===== src/rtl/ps2_scan_history_pkg.sv =====
// Shared types and constants for the PS/2 scan-code history receiver.
package ps2_scan_history_pkg;

   // state     | meaning
   // ST_IDLE   | line idle, waiting for a start bit (D=0 on a PS2C fall)
   // ST_DATA   | shifting in the 8 data bits, LSB first
   // ST_PARITY | waiting for the odd-parity bit
   // ST_STOP   | waiting for the stop bit, then accept or drop the frame
   typedef enum logic [1:0] {
      ST_IDLE   = 2'd0,
      ST_DATA   = 2'd1,
      ST_PARITY = 2'd2,
      ST_STOP   = 2'd3
   } ps2_state_t;

   localparam logic [7:0] PS2_BREAK_CODE = 8'hF0;
   localparam logic [7:0] PS2_EXT_CODE   = 8'hE0;
   localparam int         PS2_DATA_BITS  = 8;

endpackage


===== src/rtl/ps2_scan_history_line_filter.sv =====
// PS2C line conditioning: 2-FF synchroniser, stability deglitcher and a
// one-cycle strobe on each falling edge of the filtered level.
// The filtered level only follows the synchronised line after it has
// differed from it for FILTER_LEN consecutive cycles (down-counter to zero).
module ps2_scan_history_line_filter #(
   parameter int FILTER_LEN = 8
) (
   input  logic i_clk,
   input  logic i_rst,
   input  logic i_line,
   output logic o_fall
);

   localparam int             CW     = (FILTER_LEN > 1) ? $clog2(FILTER_LEN) : 1;
   localparam logic [CW-1:0]  RELOAD = CW'(FILTER_LEN - 1);

   logic          r_s1;
   logic          r_s2;
   logic          r_filt;
   logic [CW-1:0] r_cnt;
   logic          r_fall;

   // Synchronise, deglitch and detect the high-to-low transition of the filtered level.
   always_ff @(posedge i_clk or posedge i_rst) begin
      if (i_rst) begin
         r_s1   <= 1'b1;
         r_s2   <= 1'b1;
         r_filt <= 1'b1;
         r_cnt  <= RELOAD;
         r_fall <= 1'b0;
      end else begin
         r_s1   <= i_line;
         r_s2   <= r_s1;
         r_fall <= 1'b0;
         if (r_s2 == r_filt) begin
            r_cnt <= RELOAD;
         end else if (r_cnt == '0) begin
            r_filt <= r_s2;
            r_cnt  <= RELOAD;
            r_fall <= r_filt & ~r_s2;
         end else begin
            r_cnt <= r_cnt - 1'b1;
         end
      end
   end

   assign o_fall = r_fall;

endmodule


===== src/rtl/ps2_scan_history.sv =====
// PS/2 keyboard receiver with a shift history of the last HIST_BYTES bytes.
// Frames: start, 8 data bits LSB first, odd parity, stop; mid-frame timeout.
// Optional build macro PS2_BREAK_FILTER_EN: keep 8'hF0 and the byte that
// follows it out of the history (they are still reported on o_Byte/o_Valid).
// HIST_BYTES must be at least 2.
module ps2_scan_history
   import ps2_scan_history_pkg::*;
#(
   parameter int HIST_BYTES  = 3,
   parameter int FILTER_LEN  = 8,
   parameter int TIMEOUT_CYC = 50000
) (
   input  logic                            i_clk,
   input  logic                            i_rst,
   input  logic                            i_PS2C,
   input  logic                            i_PS2D,
   input  logic                            i_Clear,
   output logic [8*HIST_BYTES-1:0]         o_Data,
   output logic [7:0]                      o_Byte,
   output logic                            o_Valid,
   output logic                            o_ParityErr,
   output logic                            o_FrameErr,
   output logic [$clog2(HIST_BYTES+1)-1:0] o_Count
);

   localparam int            DW       = 8 * HIST_BYTES;
   localparam int            CNTW     = $clog2(HIST_BYTES + 1);
   localparam int            TW       = (TIMEOUT_CYC > 1) ? $clog2(TIMEOUT_CYC) : 1;
   localparam logic [TW-1:0] TMO_LOAD = TW'(TIMEOUT_CYC - 1);

   logic          r_d_s1;
   logic          r_d_s2;
   logic          w_strobe;

   ps2_state_t    r_state;
   ps2_state_t    w_state_nxt;
   logic [2:0]    r_bit_cnt;
   logic [2:0]    w_bit_cnt_nxt;
   logic [7:0]    r_shift;
   logic [7:0]    w_shift_nxt;
   logic          r_parity;
   logic          w_parity_nxt;
   logic [TW-1:0] r_tmo;
   logic          w_tmo_hit;

   logic          w_accept;
   logic          w_perr;
   logic          w_ferr;
   logic          w_push;

   ps2_scan_history_line_filter #(
      .FILTER_LEN (FILTER_LEN)
   ) u_clk_filter (
      .i_clk  (i_clk),
      .i_rst  (i_rst),
      .i_line (i_PS2C),
      .o_fall (w_strobe)
   );

   // PS2D only needs synchronising: it is sampled long after it settles.
   always_ff @(posedge i_clk or posedge i_rst) begin
      if (i_rst) begin
         r_d_s1 <= 1'b1;
         r_d_s2 <= 1'b1;
      end else begin
         r_d_s1 <= i_PS2D;
         r_d_s2 <= r_d_s1;
      end
   end

   // Mid-frame watchdog: reloads on every strobe, expires at zero.
   always_ff @(posedge i_clk or posedge i_rst) begin
      if (i_rst) begin
         r_tmo <= '0;
      end else if (r_state == ST_IDLE || w_strobe) begin
         r_tmo <= TMO_LOAD;
      end else if (r_tmo != '0) begin
         r_tmo <= r_tmo - 1'b1;
      end
   end

   assign w_tmo_hit = (r_state != ST_IDLE) && !w_strobe && (r_tmo == '0);

   // Frame FSM state and datapath registers.
   always_ff @(posedge i_clk or posedge i_rst) begin
      if (i_rst) begin
         r_state   <= ST_IDLE;
         r_bit_cnt <= '0;
         r_shift   <= '0;
         r_parity  <= 1'b0;
      end else begin
         r_state   <= w_state_nxt;
         r_bit_cnt <= w_bit_cnt_nxt;
         r_shift   <= w_shift_nxt;
         r_parity  <= w_parity_nxt;
      end
   end

   // Next-state decode; a timeout overrides everything and discards the partial byte.
   always_comb begin
      w_state_nxt   = r_state;
      w_bit_cnt_nxt = r_bit_cnt;
      w_shift_nxt   = r_shift;
      w_parity_nxt  = r_parity;
      w_accept      = 1'b0;
      w_perr        = 1'b0;
      w_ferr        = 1'b0;
      if (w_tmo_hit) begin
         w_state_nxt = ST_IDLE;
         w_ferr      = 1'b1;
      end else if (w_strobe) begin
         case (r_state)
            ST_IDLE: begin
               if (!r_d_s2) begin
                  w_state_nxt   = ST_DATA;
                  w_bit_cnt_nxt = '0;
               end
            end
            ST_DATA: begin
               w_shift_nxt   = {r_d_s2, r_shift[7:1]};
               w_bit_cnt_nxt = r_bit_cnt + 3'd1;
               if (r_bit_cnt == 3'(PS2_DATA_BITS - 1)) begin
                  w_state_nxt = ST_PARITY;
               end
            end
            ST_PARITY: begin
               w_parity_nxt = r_d_s2;
               w_state_nxt  = ST_STOP;
            end
            ST_STOP: begin
               w_state_nxt = ST_IDLE;
               if (r_d_s2 && (^{r_shift, r_parity})) begin
                  w_accept = 1'b1;
               end else begin
                  w_perr = 1'b1;
               end
            end
            default: w_state_nxt = ST_IDLE;
         endcase
      end
   end

`ifdef PS2_BREAK_FILTER_EN
   logic r_brk_pend;

   // Break code arms a one-byte skip; the byte after it clears the flag.
   always_ff @(posedge i_clk or posedge i_rst) begin
      if (i_rst) begin
         r_brk_pend <= 1'b0;
      end else if (i_Clear) begin
         r_brk_pend <= 1'b0;
      end else if (w_accept) begin
         r_brk_pend <= !r_brk_pend && (r_shift == PS2_BREAK_CODE);
      end
   end

   assign w_push = w_accept && !r_brk_pend && (r_shift != PS2_BREAK_CODE);
`else
   assign w_push = w_accept;
`endif

   // Registered outputs: pulses, last byte and the history shift register.
   always_ff @(posedge i_clk or posedge i_rst) begin
      if (i_rst) begin
         o_Valid     <= 1'b0;
         o_ParityErr <= 1'b0;
         o_FrameErr  <= 1'b0;
         o_Byte      <= '0;
         o_Data      <= '0;
         o_Count     <= '0;
      end else begin
         o_Valid     <= w_accept;
         o_ParityErr <= w_perr;
         o_FrameErr  <= w_ferr;
         if (w_accept) begin
            o_Byte <= r_shift;
         end
         if (i_Clear) begin
            o_Data  <= w_push ? {{(DW-8){1'b0}}, r_shift} : '0;
            o_Count <= w_push ? CNTW'(1) : '0;
         end else if (w_push) begin
            o_Data <= {o_Data[DW-9:0], r_shift};
            if (o_Count != CNTW'(HIST_BYTES)) begin
               o_Count <= o_Count + 1'b1;
            end
         end
      end
   end

endmodule

===== config.mk =====
export PLATFORM = sky130hd
export DESIGN_NAME = ps2_scan_history
export DESIGN_NICKNAME = d
export VERILOG_FILES = /design/src/rtl/ps2_scan_history_pkg.sv /design/src/rtl/ps2_scan_history_line_filter.sv /design/src/rtl/ps2_scan_history.sv
export SDC_FILE = /design/constraint.sdc
export NUM_CORES = 1
export LEC_CHECK = 0
export CELL_PAD_IN_SITES_DETAIL_PLACEMENT = 1
export CELL_PAD_IN_SITES_GLOBAL_PLACEMENT = 1
export CORE_ASPECT_RATIO = 1.1
export CORE_MARGIN = 10
export CORE_UTILIZATION = 36
export DETAILED_ROUTE_END_ITERATION = 10
export PLACE_DENSITY_LB_ADDON = 0.25
export SLEW_MARGIN = 15
export SYNTH_ARGS = -nofsm -noshare
export SYNTH_HDL_FRONTEND = slang
export SYNTH_HIERARCHICAL = 1
export SYNTH_SLANG_ARGS = --single-unit

===== constraint.sdc =====
create_clock -name i_clk -period 2.1 [get_ports i_clk]
set_input_delay 0.42 -clock i_clk [delete_from_list [all_inputs] [get_ports i_clk]]
set_output_delay 0.42 -clock i_clk [all_outputs]
set_load 0.02 [all_outputs]

==> results.json <==
{
  "outcome": "finished, final reports clean",
  "muxShareOfSynthArea_pct": 4.31,
  "antennaDiodeCount": 0,
  "dr.pass1.iters": 4,
  "synth-async-reset-ratio_pct": 100,
  "start_util_pct": 36.5,
  "dpl_cell_area_um2": 4050,
  "synth_top_area_share_pct": 50.1,
  "grt_start_max_net_pins": 35,
  "overflow": 0,
  "cp_num_buf_inv": 2,
  "ys_types": 40,
  "power_density_nw_per_um2": 718,
  "fin_skew_ns": 0.0121,
  "finalSetupViolCount": 0,
  "rsz0062_at_grt": "no",
  "area_delta_synth_final_pct": 24.7,
  "worst_hold_startpoint": "r_d_s1",
  "die_h_um": 122,
  "dpl.hpwl_um": 5460,
  "yosysMostFrequentCell": "nand2_1",
  "grt_antenna_before_repair": 0,
  "maxCapViolations": 0,
  "synth_area_um2": 3400,
  "setup_slack_ns": 0.145,
  "fmax_mhz": 512,
  "die_x_um": 113,
  "dp_slack_ns": 0.0499,
  "drc": 0,
  "hold_path.class": "flip-flop to flip-flop",
  "required_ns": 2.37,
  "h-tree-depth": 3,
  "grt_pass1_wl_um": 13000,
  "grt_pass1_vias": 2642,
  "yosys_warnings": 6,
  "fin_nets": 392,
  "synthSimpleGateAreaFrac_pct": 16.3,
  "timing.rr.end": "o_Data[22]",
  "r2r-start": "r_shift[2]",
  "design_area_um2": 4240,
  "synth_compound_area_share_pct": 9.47,
  "avgSynthCellArea_um2": 10.7,
  "r2r_cells": 7,
  "synthFlopType": "dfrtp_1",
  "cts_tree": "built",
  "yosys-top-cells-count": "nand2_1, dfrtp_1, a21oi_1",
  "netlist_instances": 317,
  "p_leak_nw": 1.91,
  "clk_pin_slew_worst_paths_ns": 0.09,
  "syn_nets": 335,
  "seq_area_frac_synth_pct": 56.3,
  "fin_tns_setup_ns": 0,
  "cts_sinks": 76,
  "synth_top_family_by_area": "simple AND/OR/NAND/NOR gates",
  "wl_um": 7550,
  "critPathTopFamily": "XOR/XNOR gates",
  "gr-usage-all-layers_pct": 11.6,
  "slew_headroom_pct": 70.4,
  "synth_edf_count": 0,
  "clk_latency_ns": 0.36,
  "synth_top_area_cell": "dfrtp_1",
  "fin_crit_ns": 1.95,
  "arrival_ns": 2.23,
  "min_path_cells": 0,
  "drive_above_1_share_pct": 15.8,
  "avgViaCountPerCell": 4.88,
  "portBuffers": 41,
  "seqCellArea_um2": 1910,
  "worstSetupEndpointType": "flip-flop",
  "maxSlewViolCount": 0,
  "cts_buffers": 9,
  "globalplace.congestion": 0.768,
  "vias": 2420,
  "path_max_fanout": 26,
  "io_pins": 42,
  "cpMaxStageDelayCell": "xnor3_2",
  "post-route-util_pct": 45.5,
  "worst_ir_drop_vdd_uv": 505,
  "hold_path_end": "r_d_s2",
  "crit_chain": "xor2_1, xnor3_2, mux2i_4, inv_6, buf_4, nand2_1, a21oi_1",
  "core_area_um2": 9310,
  "slowest_delay_ns": 0.48,
  "r2r_setup_slack_ns": 0.15,
  "ys_top_cells_by_area": "dfrtp_1, nand2_1, dfstp_2, ha_1, mux2_2",
  "multi_input_area_um2": 1370,
  "drt_iter0_markers": 94,
  "avgRoutedWirePerCell_um": 15.2,
  "die_area_um2": 13700,
  "synth-xor-area-share_pct": 5.49,
  "path_class": "flip-flop to flip-flop",
  "synth_fa_ha_area_share_pct": 4.79,
  "ant_nets": 0,
  "root_buffer": "clkbuf_8",
  "hold_viol_final": 0,
  "synth-seq-cells": 76,
  "clk_path_buf_depth": 2,
  "cp-start-kind": "flip-flop",
  "tightest_slew_ns": 0.440,
  "period_share_pct": 93.1,
  "rows": 37,
  "fillers": 1041
}
==> worst max-delay path by stage <==
stage               slack [ns]  cells after the start  startpoint    endpoint
floorplan                 0.15                      6  r_shift[1]   o_Data[0]
global placement          0.13                      6  r_shift[2]  o_Count[1]
detailed placement        0.05                      6  r_shift[2]  o_Count[1]
CTS                       0.03                      6  r_shift[2]  o_Count[1]
global route             0.003                      7    r_tmo[0]  r_state[1]
finish                    0.15                      7  r_shift[2]  o_Data[22]
==> routing by layer <==
metal	vias to the layer above	part of all wire, %	track usage, %
li1	1180	-	-
met1	1189	45	14.0
met2	41	48	18.4
met3	10	5.0	4.13
met4	0	2.0	5.08
met5	-	0	0
==> registers in the layout, summed over array words and instances, names as in the netlist <==
register / count
u_clk_filter/r_filt: 1
u_clk_filter/r_s2: 1
r_state: 2
r_parity: 1
o_Byte: 8
u_clk_filter/r_cnt: 3
o_FrameErr: 1
r_bit_cnt: 3
r_d_s2: 1
u_clk_filter/o_fall: 1
r_shift: 8
o_Data: 24
r_d_s1: 1
o_Count: 2
o_Valid: 1
u_clk_filter/r_s1: 1
o_ParityErr: 1
r_tmo: 16
==> layout by cell type (no fill, tap or decap), drive strengths merged, types with 5 or more instances in the layout <==
cell type and count:
dfstp 8, o21ai 10, buf 17, a22o 10, o211ai 5, dfrtp 68
clkdlybuf4s50 41, clkinv 5, nand3 6, nand2 73, nor2 17, a21oi 21
ha 13, inv 12, clkbuf 10, xor2 12, mux2 11
==> report_power, final <==
group | switching, mW | internal (mW)
combinational | 0.262 | 0.158
clock | 0.554 | 0.458
sequential | 0.0590 | 1.55
==> final cells by class <==
cell class,count,share of cell area (%)
clock buffers,10,3.25
well taps,117,3.46
clock inverters,6,0.945
flip-flops and latches,76,45.1
inverters,13,1.36
multi-input cells,216,32.4
repair buffers,58,13.5
==> what timing repair did <==
action	in CTS	in global routing
resized for setup	0	4
endpoints found under the setup margin	0	17
setup buffers	0	0
hold buffers	0	0
==> kinds of logic (layout without fill, tap and decap cells) <==
group,count (synthesis),after routing
flip-flops,76,76
buffers and inverters,25,87
XOR/XNOR,18,18
multiplexers,12,12
adder cells (fa/ha/maj),13,13
AND/OR/NAND/NOR,122,122
AO/OA/AOI/OAI,51,51
==> metrics by stage <==
stage | hold slack, ns | total power, mW | instances
after floorplan | 0.219 | 1.92 | 317
after global placement | 0.347 | 2.04 | 480
after detailed placement | 0.349 | 2.07 | 480
after CTS | 0.352 | 3.10 | 496
after global routing | 0.357 | 3.23 | 496
final | 0.344 | 3.04 | 496
(Power assumes the default switching activity.)
